File: config.mk
export PLATFORM = sky130hd
export DESIGN_NAME = pipe_hazard_ctrl
export DESIGN_NICKNAME = d
export VERILOG_FILES = /design/src/rtl/pipe_hazard_ctrl.sv
export SDC_FILE = /design/constraint.sdc
export NUM_CORES = 1
export LEC_CHECK = 0
export CAP_MARGIN = 20
export CORE_UTILIZATION = 43
export DETAILED_ROUTE_END_ITERATION = 10
export HOLD_SLACK_MARGIN = 0.08
export PLACE_DENSITY = 0.75
export REMOVE_ABC_BUFFERS = 1
export SLEW_MARGIN = 20
export SYNTH_ARGS = -nofsm -noshare
export SYNTH_HDL_FRONTEND = slang
export SYNTH_SLANG_ARGS = --single-unit
File: constraint.sdc
create_clock -name clk -period 2.4 [get_ports clk]
set_input_delay 0.6 -clock clk [delete_from_list [all_inputs] [get_ports clk]]
set_output_delay 0.6 -clock clk [all_outputs]
set_load 0.01 [all_outputs]
File: src/rtl/pipe_hazard_ctrl.sv
// rtl/pipe_hazard_ctrl.sv - pipeline stall/flush/redirect controller with load-use, MDU and MEM waits
// Optional perf counters: define PIPE_HAZARD_CTRL_PERF_EN.
module pipe_hazard_ctrl #(
  parameter int XLEN    = 64,
  parameter int TIMEOUT = 1024,
  parameter int CNT_W   = 32
) (
  input  logic            clk,
  input  logic            rst,
  input  logic [4:0]      id_rs1_addr,
  input  logic [4:0]      id_rs2_addr,
  input  logic            id_rs1_ren,
  input  logic            id_rs2_ren,
  input  logic [4:0]      ex_rd_addr,
  input  logic            ex_rd_ena,
  input  logic            ex_load_flag,
  input  logic            ex_redirect,
  input  logic [XLEN-1:0] ex_redirect_pc,
  input  logic            ex_mdu_start,
  input  logic            ex_mdu_done,
  input  logic            mem_req,
  input  logic            mem_ack,
  output logic            pc_stall,
  output logic            if_id_stall,
  output logic            id_ex_stall,
  output logic            ex_mem_stall,
  output logic            if_id_flush,
  output logic            id_ex_flush,
  output logic            ex_mem_flush,
  output logic            redirect_valid,
  output logic [XLEN-1:0] redirect_pc,
  output logic            hang_err,
  output logic [1:0]      state_o
`ifdef PIPE_HAZARD_CTRL_PERF_EN
  ,
  output logic [CNT_W-1:0] perf_stall_cyc,
  output logic [CNT_W-1:0] perf_flush_cnt,
  output logic [CNT_W-1:0] perf_lu_cnt
`endif
);

  typedef enum logic [1:0] {
    RUN      = 2'd0,
    MDU_WAIT = 2'd1,
    MEM_WAIT = 2'd2,
    REDIR    = 2'd3
  } state_t;

  state_t            state, state_next;
  logic              pend_valid;
  logic [XLEN-1:0]   pend_pc;
  logic [CNT_W-1:0]  wd_cnt;
  logic [CNT_W-1:0]  wd_inc;

  logic mem_wait, load_use, pend_take, lu_fire;
  logic s_pc, s_ifid, s_idex, s_exmem, f_ifid, f_idex, f_exmem, r_valid;
  logic [XLEN-1:0] r_pc;

  assign mem_wait = mem_req & ~mem_ack;
  assign load_use = ex_load_flag & ex_rd_ena & (ex_rd_addr != 5'd0) &
                    ((id_rs1_ren & (id_rs1_addr == ex_rd_addr)) |
                     (id_rs2_ren & (id_rs2_addr == ex_rd_addr)));

  // EX is frozen while memory stalls, so only the first redirect seen is genuine.
  assign pend_take = ex_redirect & ~pend_valid &
                     ((state == MEM_WAIT) | ((state == RUN) & mem_wait));

  assign wd_inc = (wd_cnt == {CNT_W{1'b1}}) ? wd_cnt : wd_cnt + 1'b1;

  always_comb begin
    state_next = state;
    s_pc       = 1'b0;
    s_ifid     = 1'b0;
    s_idex     = 1'b0;
    s_exmem    = 1'b0;
    f_ifid     = 1'b0;
    f_idex     = 1'b0;
    f_exmem    = 1'b0;
    r_valid    = 1'b0;
    r_pc       = '0;
    lu_fire    = 1'b0;
    case (state)
      RUN: begin
        if (mem_wait) begin
          {s_pc, s_ifid, s_idex, s_exmem} = 4'b1111;
          state_next = MEM_WAIT;
        end else if (ex_redirect) begin
          r_valid = 1'b1;
          r_pc    = ex_redirect_pc;
          f_ifid  = 1'b1;
          f_idex  = 1'b1;
        end else if (ex_mdu_start) begin
          state_next = MDU_WAIT;
        end else if (load_use) begin
          s_pc    = 1'b1;
          s_ifid  = 1'b1;
          f_idex  = 1'b1;
          lu_fire = 1'b1;
        end
      end
      MDU_WAIT: begin
        if (ex_mdu_done) begin
          state_next = RUN;
        end else begin
          {s_pc, s_ifid, s_idex} = 3'b111;
          f_exmem = 1'b1;
        end
      end
      MEM_WAIT: begin
        if (mem_ack) begin
          state_next = (pend_valid | pend_take) ? REDIR : RUN;
        end else begin
          {s_pc, s_ifid, s_idex, s_exmem} = 4'b1111;
        end
      end
      REDIR: begin
        r_valid    = 1'b1;
        r_pc       = pend_pc;
        f_ifid     = 1'b1;
        f_idex     = 1'b1;
        state_next = RUN;
      end
      default: state_next = RUN;
    endcase
  end

  // A register being zeroed must not also be held.
  always_comb begin
    pc_stall       = s_pc & ~rst;
    if_id_stall    = s_ifid & ~f_ifid & ~rst;
    id_ex_stall    = s_idex & ~f_idex & ~rst;
    ex_mem_stall   = s_exmem & ~f_exmem & ~rst;
    if_id_flush    = f_ifid & ~rst;
    id_ex_flush    = f_idex & ~rst;
    ex_mem_flush   = f_exmem & ~rst;
    redirect_valid = r_valid & ~rst;
    redirect_pc    = rst ? '0 : r_pc;
  end

  assign state_o = state;

  always_ff @(posedge clk) begin
    if (rst) begin
      state      <= RUN;
      pend_valid <= 1'b0;
      pend_pc    <= '0;
      wd_cnt     <= '0;
      hang_err   <= 1'b0;
    end else begin
      state <= state_next;
      if (state == REDIR) begin
        pend_valid <= 1'b0;
        pend_pc    <= '0;
      end else if (pend_take) begin
        pend_valid <= 1'b1;
        pend_pc    <= ex_redirect_pc;
      end
      if ((state == MDU_WAIT) || (state == MEM_WAIT)) begin
        wd_cnt <= wd_inc;
        if (wd_inc >= CNT_W'(TIMEOUT))
          hang_err <= 1'b1;
      end else begin
        wd_cnt <= '0;
      end
    end
  end

`ifdef PIPE_HAZARD_CTRL_PERF_EN
  always_ff @(posedge clk) begin
    if (rst) begin
      perf_stall_cyc <= '0;
      perf_flush_cnt <= '0;
      perf_lu_cnt    <= '0;
    end else begin
      if (pc_stall && (perf_stall_cyc != {CNT_W{1'b1}}))
        perf_stall_cyc <= perf_stall_cyc + 1'b1;
      if (redirect_valid && (perf_flush_cnt != {CNT_W{1'b1}}))
        perf_flush_cnt <= perf_flush_cnt + 1'b1;
      if (lu_fire && (perf_lu_cnt != {CNT_W{1'b1}}))
        perf_lu_cnt <= perf_lu_cnt + 1'b1;
    end
  end
`endif

endmodule

==> parameters.txt, run 1 <==
Parameter                              Value

Critical path
  Worst endpoint required time    1.80 ns
  Worst Path Max Fanout    2
  Sort of element at the end of the critical path    output pin
  Type of the setup path with the least slack    primary input to output pin
  Origin of the critical flop-to-flop path    state_o[1]$_SDFFE_PP0P_
  Crit path DAT    2.34 ns
  Launching instance or port of the critical path    id_rs1_addr[4]
  CP Launch Type    primary input

Synth
  Most used DFF post-synth    dfxtp_1
  Most frequent cells after synthesis    nand2_1, nor2_1, dfxtp_1, a21oi_1, a22oi_1
  Area share of the largest cell type after synthesis    0.379
  Cell with the most instances after synthesis    nand2_1
  Cell area after technology mapping    5280 sq um
  Post-synth EDFFs    0
  Sequential element share of the synthesized area    0.379
  Avg Synthesized Cell Area    7.49 sq um
  Area contributors post-synth    dfxtp_1, nand2_1, a22oi_1
  #FFs+latches synth    100
  Synth warnings    0
  Library cell occupying the most area in the post-synthesis netlist    dfxtp_1
  Share of synthesized registers carrying an async set or reset    0
  Cell variety after synth    53
  Synthesized netlist cell count    705

Clock tree
  TritonCTS clock tree    built
  Cell chosen for the clock root    clkbuf_16
  Insertion delay of the later-clocked pin in the worst-skew pair    0.35 ns
  Number of buffers created by CTS    9
  Worst-path clk slew    0.06 ns
  Largest buffer count on any clock path    2
  Clock net sink count    100
  Htree depth    3

Floorplanning
  Die boundary width    113 um
  Floorplan die area    12700 sq um
  Die H    113 um
  Top-Level Pins    165
  Starting Density    0.440
  Number of placement rows    40
  Floorplan core area    12000 sq um

Timing
  Headroom to the max-slew limit    0.508
  Number of max-slew violations in the final report    0
  Maximum clock skew at final layout    0.0100 ns
  Worst Setup Slack, final    -0.537 ns
  Hold violation count in the final report    0
  Measured slew at the worst slew-check pin    0.737 ns
  Highest clock rate    0.340 GHz
  Minimum hold slack    0.461 ns
  Endpoints failing setup    51
  Part of the cycle the worst path needs    1.22
  RSZ-0062 raised after global routing    true
  Period minus WS final    2.94 ns

GRT
  Global-route wire length before repair    30.4 mm
  Vias in the first global route    6035
  GRT Overall Usage    0.306
  Maximum number of pins on one net before global-route repair    66
  GR Overflow Total    0
  Antenna violations before repair    0

Drt
  Wirelength, routed    22.4 mm
  Remaining routing DRC violations    0
  WL/cell    20.4 um
  Total number of vias    6455
  Via-per-instance ratio    5.90
  Length of the first detailed-routing pass in iterations    5
  Violation count after the first detailed-route iteration    537
  Final ANT Viol Nets    0

Run
  Number of maximum-capacitance violations    0

Pwr
  IR drop worst, VDD    0.617 mV
  Cell Pwr Density    806 nW/um^2
  Static leakage power    3.43 nW
  Total design power    7.38 mW

Layout
  Signed area change from the synthesized netlist to the final layout    73.4%
  Antenna diode count    0
  Post-route cell area    9160 sq um
  Number of nets in the final layout    1037
  Share of final-layout standard cells stronger than drive strength 1    0.385
  FILL cells    740

Min path
  Worst Hold Launch    pend_pc[22]$_SDFFE_PP0P_
  Class of the most critical hold timing path    register to register

Placement
  Port Buffers    164
  Placement Setup Slack    -1.28 ns
  Gpl congestion    0.902
  Post-DP HPWL    11.8 mm
  Placed inst area    7550 sq um

Status
  Violations in the final reports    negative setup slack
  Result of the run    finished, violations left
==> layout by cell type, fill, tap and decap left out, drive strengths merged, types with 4 or more instances in the layout <==
cell	Yosys	layout
nor4	4	4
xnor2	16	16
nor2	109	109
nand2	148	148
and2	4	4
a21oi	72	72
a22oi	64	64
inv	6	6
nor3	11	11
dfxtp	100	100
nand4	14	14
nand3	10	10
ha	5	5
clkdlybuf4s50	0	74
and4	8	8
a31oi	4	4
clkbuf	46	23
xor2	26	26
buf	5	183
dlygate4sd2	0	4
and3	8	8
clkdlybuf4s15	0	4
o21ai	8	8
nand2b	8	8
==> worst max-delay path, stage by stage <==
cell and delay (ns):
clkdlybuf4s15_1 0.19, xor2_1 0.15, nor4_2 0.26, nand3_1 0.16
a21o_1 0.20, or3_4 0.34, a21oi_2 0.18, o21a_1 0.13
buf_2 0.12
==> logic make-up (layout without fill, tap and decap cells) <==
logic type,count (synthesis),in the layout,synth area share
xor+xnor,42,42,0.0696
fa+ha+maj,5,5,0.0118
mux,3,3,0.00592
compound gates,161,161,0.194
buf+inv,57,299,0.0443
simple gates,337,337,0.295
flops,100,100,0.379
==> metal layers <==
layer | global-route usage | routed length, um
met1 | 0.338 | 8120
met5 | 0 | 0
met3 | 0.0798 | 1670
met2 | 0.549 | 11400
met4 | 0.141 | 1180
==> registers in the layout (all words and copies together) (netlist names) <==
signal	cells
wd_cnt	32
hang_err	1
state_o	2
pend_pc	64
pend_valid	1
==> power by group <==
part           switching, mW  internal, mW  total, mW  leakage [nW]
clock                  0.627         0.836       1.46         0.147
sequential             0.158          1.88       2.03         0.812
combinational           2.02          1.86       3.88          2.47
total                   2.80          4.58       7.38          3.43
==> timing repair <==
item	CTS	global route
cloned	13	3
pin swaps	42	62
gates resized for setup	438	186
hold buffers	0	0
buffers inserted	22	20
endpoints found under the setup margin	73	64
==> stage by stage <==
stage / utilization / TNS (ns) / std cells
final: 0.763 / -4.67 / 1094
after global routing: 0.763 / -7.67 / 1094
after CTS: 0.705 / -9.45 / 1083
after detailed placement: 0.628 / -51.01 / 1033
after global placement: 0.628 / -46.05 / 1033
after floorplan: - / -99.78 / 654
==> layout make-up <==
class | instances | area [sq um] | share of cell area
multi-input combinational | 548 | 3780 | 0.413
clock inverter | 4 | 48.8 | 0.00533
tap | 147 | 184 | 0.0201
inverter | 6 | 22.5 | 0.00246
sequential | 100 | 2010 | 0.219
clock buffer | 12 | 246 | 0.0269
timing repair buffer | 277 | 2870 | 0.313
==> path summary, 6_finish.rpt <==
path                                            endpoint  slack, ns  cells past startpoint
worst min-delay path            pend_pc[22]$_SDFFE_PP0P_       0.46                      2
worst max register to register  pend_pc[15]$_SDFFE_PP0P_       0.02                     13
worst max-delay path                         if_id_stall      -0.54                      9
worst min register to register  pend_pc[22]$_SDFFE_PP0P_       0.46                      2
Note: power is estimated with default switching activity, not from simulation.
==> inputs of run 2 (changes only) <==
TNS_END_PERCENT = 20   (was default)
==> run 2 against run 1 <==
  * The flow still finishes with violations (negative setup slack)
  * Largest power group unchanged
  * Clock skew rose by 0.0012 ns
  * Power fell by 7.4%
  * Non-clock buffer count fell by 23
==> parameters.txt, run 2 (synthesis gave the netlist of run 1 again) <==
Parameter                              Value

Status
  Result of the run    finished, violations left
  Violations in the final reports    negative setup slack

Pwr
  IR drop worst, VDD    0.531 mV (-14%)
  Static leakage power    3.24 nW (-5.4%)
  Cell Pwr Density    786 nW/um^2 (-2.5%)

Critical path
  Worst endpoint required time    1.80 ns (about the same)
  Type of the setup path with the least slack    primary input to output pin
  Worst Path Max Fanout    2 (unchanged)
  CP Launch Type    primary input
  Sort of element at the end of the critical path    output pin
  Crit path DAT    2.30 ns (-0.04 ns)

Floorplanning
  Floorplan core area    12000 sq um (unchanged)
  Starting Density    0.440 (unchanged)
  Number of placement rows    40 (unchanged)
  Die boundary width    113 um (unchanged)
  Die H    113 um (unchanged)
  Top-Level Pins    165 (unchanged)
  Floorplan die area    12700 sq um (unchanged)

Clock tree
  TritonCTS clock tree    built
  Htree depth    3 (unchanged)
  Post-CTS Hold Buffers    0 (unchanged)
  Largest buffer count on any clock path    2 (unchanged)
  Worst-path clk slew    0.07 ns (about the same)
  Clock net sink count    100 (unchanged)
  Cell chosen for the clock root    clkbuf_16
  Number of buffers created by CTS    9 (unchanged)
  Insertion delay of the later-clocked pin in the worst-skew pair    0.35 ns (about the same)

Layout
  Share of final-layout standard cells stronger than drive strength 1    0.343 (-0.0424)
  Number of flip-flops under the largest register name    64 (unchanged)
  Final Util    0.724 (-0.0386)
  Signed area change from the synthesized netlist to the final layout    64.6%
  Number of nets in the final layout    1014 (-2.2%)
  Most common library cell in the layout ignoring fill and taps    nand2_1
  Most flop-heavy register    pend_pc
  Commonest cells after routing, fill and taps aside    nand2_1, dfxtp_1, clkdlybuf4s50_1, a21oi_1, nor2_1
  Cell Count, Final, Fillers Out    1071 (-2.1%)
  Antenna diode count    0 (unchanged)

GRT
  Antenna violations before repair    0 (unchanged)
  Vias in the first global route    5849 (-3.1%)
  Global-route wire length before repair    29.1 mm (-4.5%)
  GR Overflow Total    0 (unchanged)
  Maximum number of pins on one net before global-route repair    66 (unchanged)
  GRT Overall Usage    0.288 (-0.0181)

Drt
  Length of the first detailed-routing pass in iterations    6 (+1)
  WL/cell    18.5 um (-9.6%)
  Final ANT Viol Nets    0 (unchanged)
  Wirelength, routed    19.8 mm (-11%)
  Total number of vias    6115 (-5.3%)
  Via-per-instance ratio    5.71 (-3.2%)
  Violation count after the first detailed-route iteration    470 (-12%)
  Remaining routing DRC violations    0 (unchanged)

Timing
  Worst Setup Slack, final    -0.501 ns (+0.0359 ns)
  Measured slew at the worst slew-check pin    0.733 ns (-0.00489 ns)
  Hold violation count in the final report    0 (unchanged)
  Highest clock rate    0.345 GHz (+1.2%)
  Period minus WS final    2.90 ns (-0.0359 ns)
  RSZ-0062 raised after global routing    true
  Number of max-slew violations in the final report    0 (unchanged)
  Headroom to the max-slew limit    0.512 (+0.00326)
  Maximum clock skew at final layout    0.0112 ns (+0.00120 ns)
  Part of the cycle the worst path needs    1.21 (-0.0150)
  Endpoints failing setup    38 (-25%)

Placement
  Port Buffers    164 (unchanged)
  Post-DP HPWL    11.8 mm (unchanged)
  Cells after DPL    1033 (unchanged)
  Gpl congestion    0.902 (unchanged)

Min path
  Class of the most critical hold timing path    register to register

Run
  Number of maximum-capacitance violations    0 (unchanged)
-- run 2: layout make-up --
class | instances | area (sq um)
Inverter | 6 | 22.5
Tap cell | 147 | 184
Multi-Input combinational cell | 548 | 3640
Timing Repair Buffer | 254 | 2560
Clock inverter | 4 | 48.8
Fill cell | 864 | 3310
Sequential cell | 100 | 2000
Clock buffer | 12 | 246
-- run 2: layer usage --
layer  vias to the layer above  track usage  share of wire
met5                         -            0              0
met4                         0        0.127          0.041
met3                        73       0.0621          0.061
met2                       277        0.511           0.50
met1                      2914        0.333           0.40
li1                       2851            -              -
-- run 2: metrics by stage --
step	setup TNS [ns]	worst slack (ns)	area (sq um)	hold WS (ns)	power, mW
final	-2.63	-0.501	8700	0.457	6.83
after global placement	-46.05	-1.16	7550	0.442	4.26
after CTS	-4.68	-0.538	8260	0.459	6.31
after floorplan	-99.78	-1.13	5070	0.437	3.06
after detailed placement	-51.01	-1.28	7550	0.449	4.33
after global routing	-5.74	-0.529	8700	0.481	7.13
-- run 2: report_power, final --
group | switching [mW] | internal [mW] | leakage (nW)
Clock | 0.625 | 0.836 | 0.147
Combinational | 1.79 | 1.56 | 2.28
Sequential | 0.145 | 1.87 | 0.811
-- run 2: critical path: stages --
cell and delay [ns]:
clkdlybuf4s50_1 0.52, xnor2_2 0.13, nand3_1 0.10, a21o_1 0.21, or3_4 0.33, a21oi_2 0.16
o21a_1 0.13, buf_2 0.12
-- run 2: repair_timing --
action                     in CTS  in global routing
gates cloned                    6                  6
setup endpoints to repair      73                 72
pin swaps                      26                 41
gates resized for setup       405                106
buffers inserted               10                  2
-- run 2: final timing paths --
path                            start                       end  slack [ns]  cells past startpoint
max reg2reg      wd_cnt[0]$_SDFF_PP0_     hang_err$_SDFFE_PP0P_       -0.08                      9
min          pend_pc[53]$_SDFFE_PP0P_  pend_pc[53]$_SDFFE_PP0P_        0.46                      2
max                    id_rs2_addr[1]               if_id_stall       -0.50                      8
min reg2reg  pend_pc[53]$_SDFFE_PP0P_  pend_pc[53]$_SDFFE_PP0P_        0.46                      2
==> inputs of run 3 (changes only) <==
==> constraint.sdc (replaced) <==
create_clock -name clk -period 2.4 [get_ports clk]
set_input_delay 0.6 -clock clk [delete_from_list [all_inputs] [get_ports clk]]
set_output_delay 0.6 -clock clk [all_outputs]
set_load 0.1 [all_outputs]
==> run 3 against run 2 <==
  * The flow still finishes with violations (negative setup slack)
  * First-iteration DRC count rose by 41%
  * Clock power rose by 13%
  * Die area did not move
  * Critical path type unchanged
  * Largest cell class unchanged
  * Highest routed layer unchanged
==> parameters.txt, run 3 (synthesis gave the netlist of run 1 again) <==
Parameter                              Value

Floorplanning
  Starting Density    0.440 (unchanged)
  Die boundary width    113 um (unchanged)
  Floorplan die area    12700 sq um (unchanged)
  Number of placement rows    40 (unchanged)
  Top-Level Pins    165 (unchanged)
  Floorplan core area    12000 sq um (unchanged)
  Die H    113 um (unchanged)

Pwr
  Sw frac    0.455 (+0.0805)
  Internal    5.19 mW (+21%)
  NetSw    4.33 mW (+69%)
  Cell Pwr Density    957 nW/um^2 (+22%)
  Clock power share    0.173 (-0.041)
  IR drop worst, VDD    0.519 mV (-2.3%)
  Static leakage power    3.51 nW (+8.3%)
  Sequential cell fraction of total power    0.214 (-0.082)
  Combinational share of power    0.613 (+0.122)

Timing
  Part of the cycle the worst path needs    1.24 (+0.0325)
  Endpoints failing setup    71 (+87%)
  Worst Setup Slack, final    -0.579 ns (-0.0779 ns)
  Number of max-slew violations in the final report    0 (unchanged)
  Maximum clock skew at final layout    0.00871 ns (-0.00249 ns)
  RSZ-0062 raised after global routing    true
  Headroom to the max-slew limit    0.512 (about the same)
  Measured slew at the worst slew-check pin    0.732 ns (-0.000411 ns)
  Setup TNS Final    -11.69 ns (-9.07 ns)
  Highest clock rate    0.336 GHz (-2.6%)
  Period minus WS final    2.98 ns (+0.0779 ns)
  Hold violation count in the final report    0 (unchanged)

Critical path
  R2R cell count    9 (unchanged)
  Worst reg2reg endpoint    hang_err$_SDFFE_PP0P_
  Worst endpoint required time    1.80 ns (about the same)
  Type of the setup path with the least slack    primary input to output pin
  Timing endpoint of the critical path    if_id_stall
  Worst Path Max Fanout    2 (unchanged)
  Reg-to-reg slack, setup    -0.04 ns (+0.04 ns)
  CP Launch Type    primary input
  Crit path DAT    2.38 ns (+0.08 ns)
  Sort of element at the end of the critical path    output pin
  Launching instance or port of the critical path    ex_load_flag
  Origin of the critical flop-to-flop path    wd_cnt[13]$_SDFF_PP0_

Drt
  WL/cell    23.0 um (+25%)
  Violation count after the first detailed-route iteration    664 (+41%)
  Total number of vias    6686 (+9.3%)
  Final ANT Viol Nets    0 (unchanged)
  Remaining routing DRC violations    0 (unchanged)
  Wirelength, routed    24.8 mm (+25%)
  Via-per-instance ratio    6.21 (+8.8%)
  Length of the first detailed-routing pass in iterations    5 (-1)

Clock tree
  Worst-path clk slew    0.07 ns (about the same)
  Clock net sink count    100 (unchanged)
  Cell chosen for the clock root    clkbuf_16
  Insertion delay of the later-clocked pin in the worst-skew pair    0.35 ns (about the same)
  Htree depth    3 (unchanged)
  Largest buffer count on any clock path    2 (unchanged)
  Number of buffers created by CTS    9 (unchanged)
  TritonCTS clock tree    built

Layout
  Most flop-heavy register    pend_pc
  Antenna diode count    0 (unchanged)
  Number of nets in the final layout    1019 (+0.49%)
  Most common library cell in the layout ignoring fill and taps    nand2_1
  Number of flip-flops under the largest register name    64 (unchanged)
  Final Util    0.829 (+0.105)
  Commonest cells after routing, fill and taps aside    nand2_1, dfxtp_1, buf_12, clkdlybuf4s50_1, a21oi_1
  Signed area change from the synthesized netlist to the final layout    88.4%
  Share of final-layout standard cells stronger than drive strength 1    0.370 (+0.0272)

Status
  Violations in the final reports    negative setup slack
  Result of the run    finished, violations left

GRT
  Antenna violations before repair    0 (unchanged)
  GR Overflow Total    0 (unchanged)
  Maximum number of pins on one net before global-route repair    66 (unchanged)
  Vias in the first global route    6734 (+15%)
  Global-route wire length before repair    35.4 mm (+22%)
  GRT Overall Usage    0.357 (+0.0693)

Run
  Number of maximum-capacitance violations    0 (unchanged)

Placement
  Port Buffers    164 (unchanged)
  Gpl congestion    0.867 (-3.8%)
  Post-DP HPWL    12.3 mm (+4.2%)

Min path
  Class of the most critical hold timing path    register to register
==> run 3: worst max-delay path, stage by stage <==
cell	delay, ns
clkdlybuf4s50_1	0.47
nand2_1	0.07
nor2_2	0.10
o21ai_2	0.07
a21o_1	0.18
or3_4	0.35
a21oi_4	0.17
o21a_1	0.18
buf_12	0.18
==> run 3: final cells by class <==
class	instances	area, sq um
Multi-Input combinational cell	548	3870
Timing Repair Buffer	259	3540
Fill cell	600	2060
Sequential cell	100	2000
Clock buffer	13	270
Tap cell	147	184
Clock inverter	3	67.6
Inverter	6	22.5
==> run 3: worst min-delay path by stage <==
stage                     cells after the start                      from                       end
after floorplan                               2   pend_pc[0]$_SDFFE_PP0P_   pend_pc[0]$_SDFFE_PP0P_
after global placement                        2  pend_pc[53]$_SDFFE_PP0P_  pend_pc[53]$_SDFFE_PP0P_
after detailed placement                      2  pend_pc[60]$_SDFFE_PP0P_  pend_pc[60]$_SDFFE_PP0P_
after CTS                                     2  pend_pc[60]$_SDFFE_PP0P_  pend_pc[60]$_SDFFE_PP0P_
after global routing                          2  pend_pc[48]$_SDFFE_PP0P_  pend_pc[48]$_SDFFE_PP0P_
final                                         2  pend_pc[46]$_SDFFE_PP0P_  pend_pc[46]$_SDFFE_PP0P_
==> run 3: what timing repair did <==
| item | in CTS | in global routing |
|---|---|---|
| pin swaps | 67 | 35 |
| hold buffers | 0 | 0 |
| buffers inserted | 15 | 8 |
| resized for setup | 235 | 50 |
| cloned | 13 | 5 |
| endpoints found under the setup margin | 72 | 72 |
==> run 3: metrics by stage <==
stage	instances	hold WS [ns]	power, mW	area (sq um)	worst slack (ns)
2_1_floorplan	654	0.437	4.25	5070	-3.26
3_3_place_gp	1022	0.442	5.79	8140	-0.879
3_5_place_dp	1022	0.449	5.87	8140	-0.958
4_1_cts	1066	0.458	8.96	9650	-0.579
5_1_grt	1076	0.491	9.75	9950	-0.649
6_report	1076	0.466	9.52	9950	-0.579
==> run 3: power groups by stage <==
stage	combinational [mW]	clock [mW]	sequential, mW
6_report	5.84	1.65	2.04
3_3_place_gp	3.79	0	2.00
2_1_floorplan	2.15	0	2.10
4_1_cts	5.32	1.65	1.99
5_1_grt	5.98	1.73	2.04
3_5_place_dp	3.85	0	2.02
==> run 3: routing by layer <==
| layer | GRT usage | part of all wire | up-vias | wire length [um] |
|---|---|---|---|---|
| met5 | 0 | 0 | - | 0 |
| met4 | 0.232 | 0.074 | 0 | 1850 |
| met3 | 0.0664 | 0.090 | 162 | 2220 |
| met2 | 0.670 | 0.51 | 481 | 12500 |
| met1 | 0.362 | 0.33 | 3180 | 8180 |
| li1 | - | - | 2863 | - |
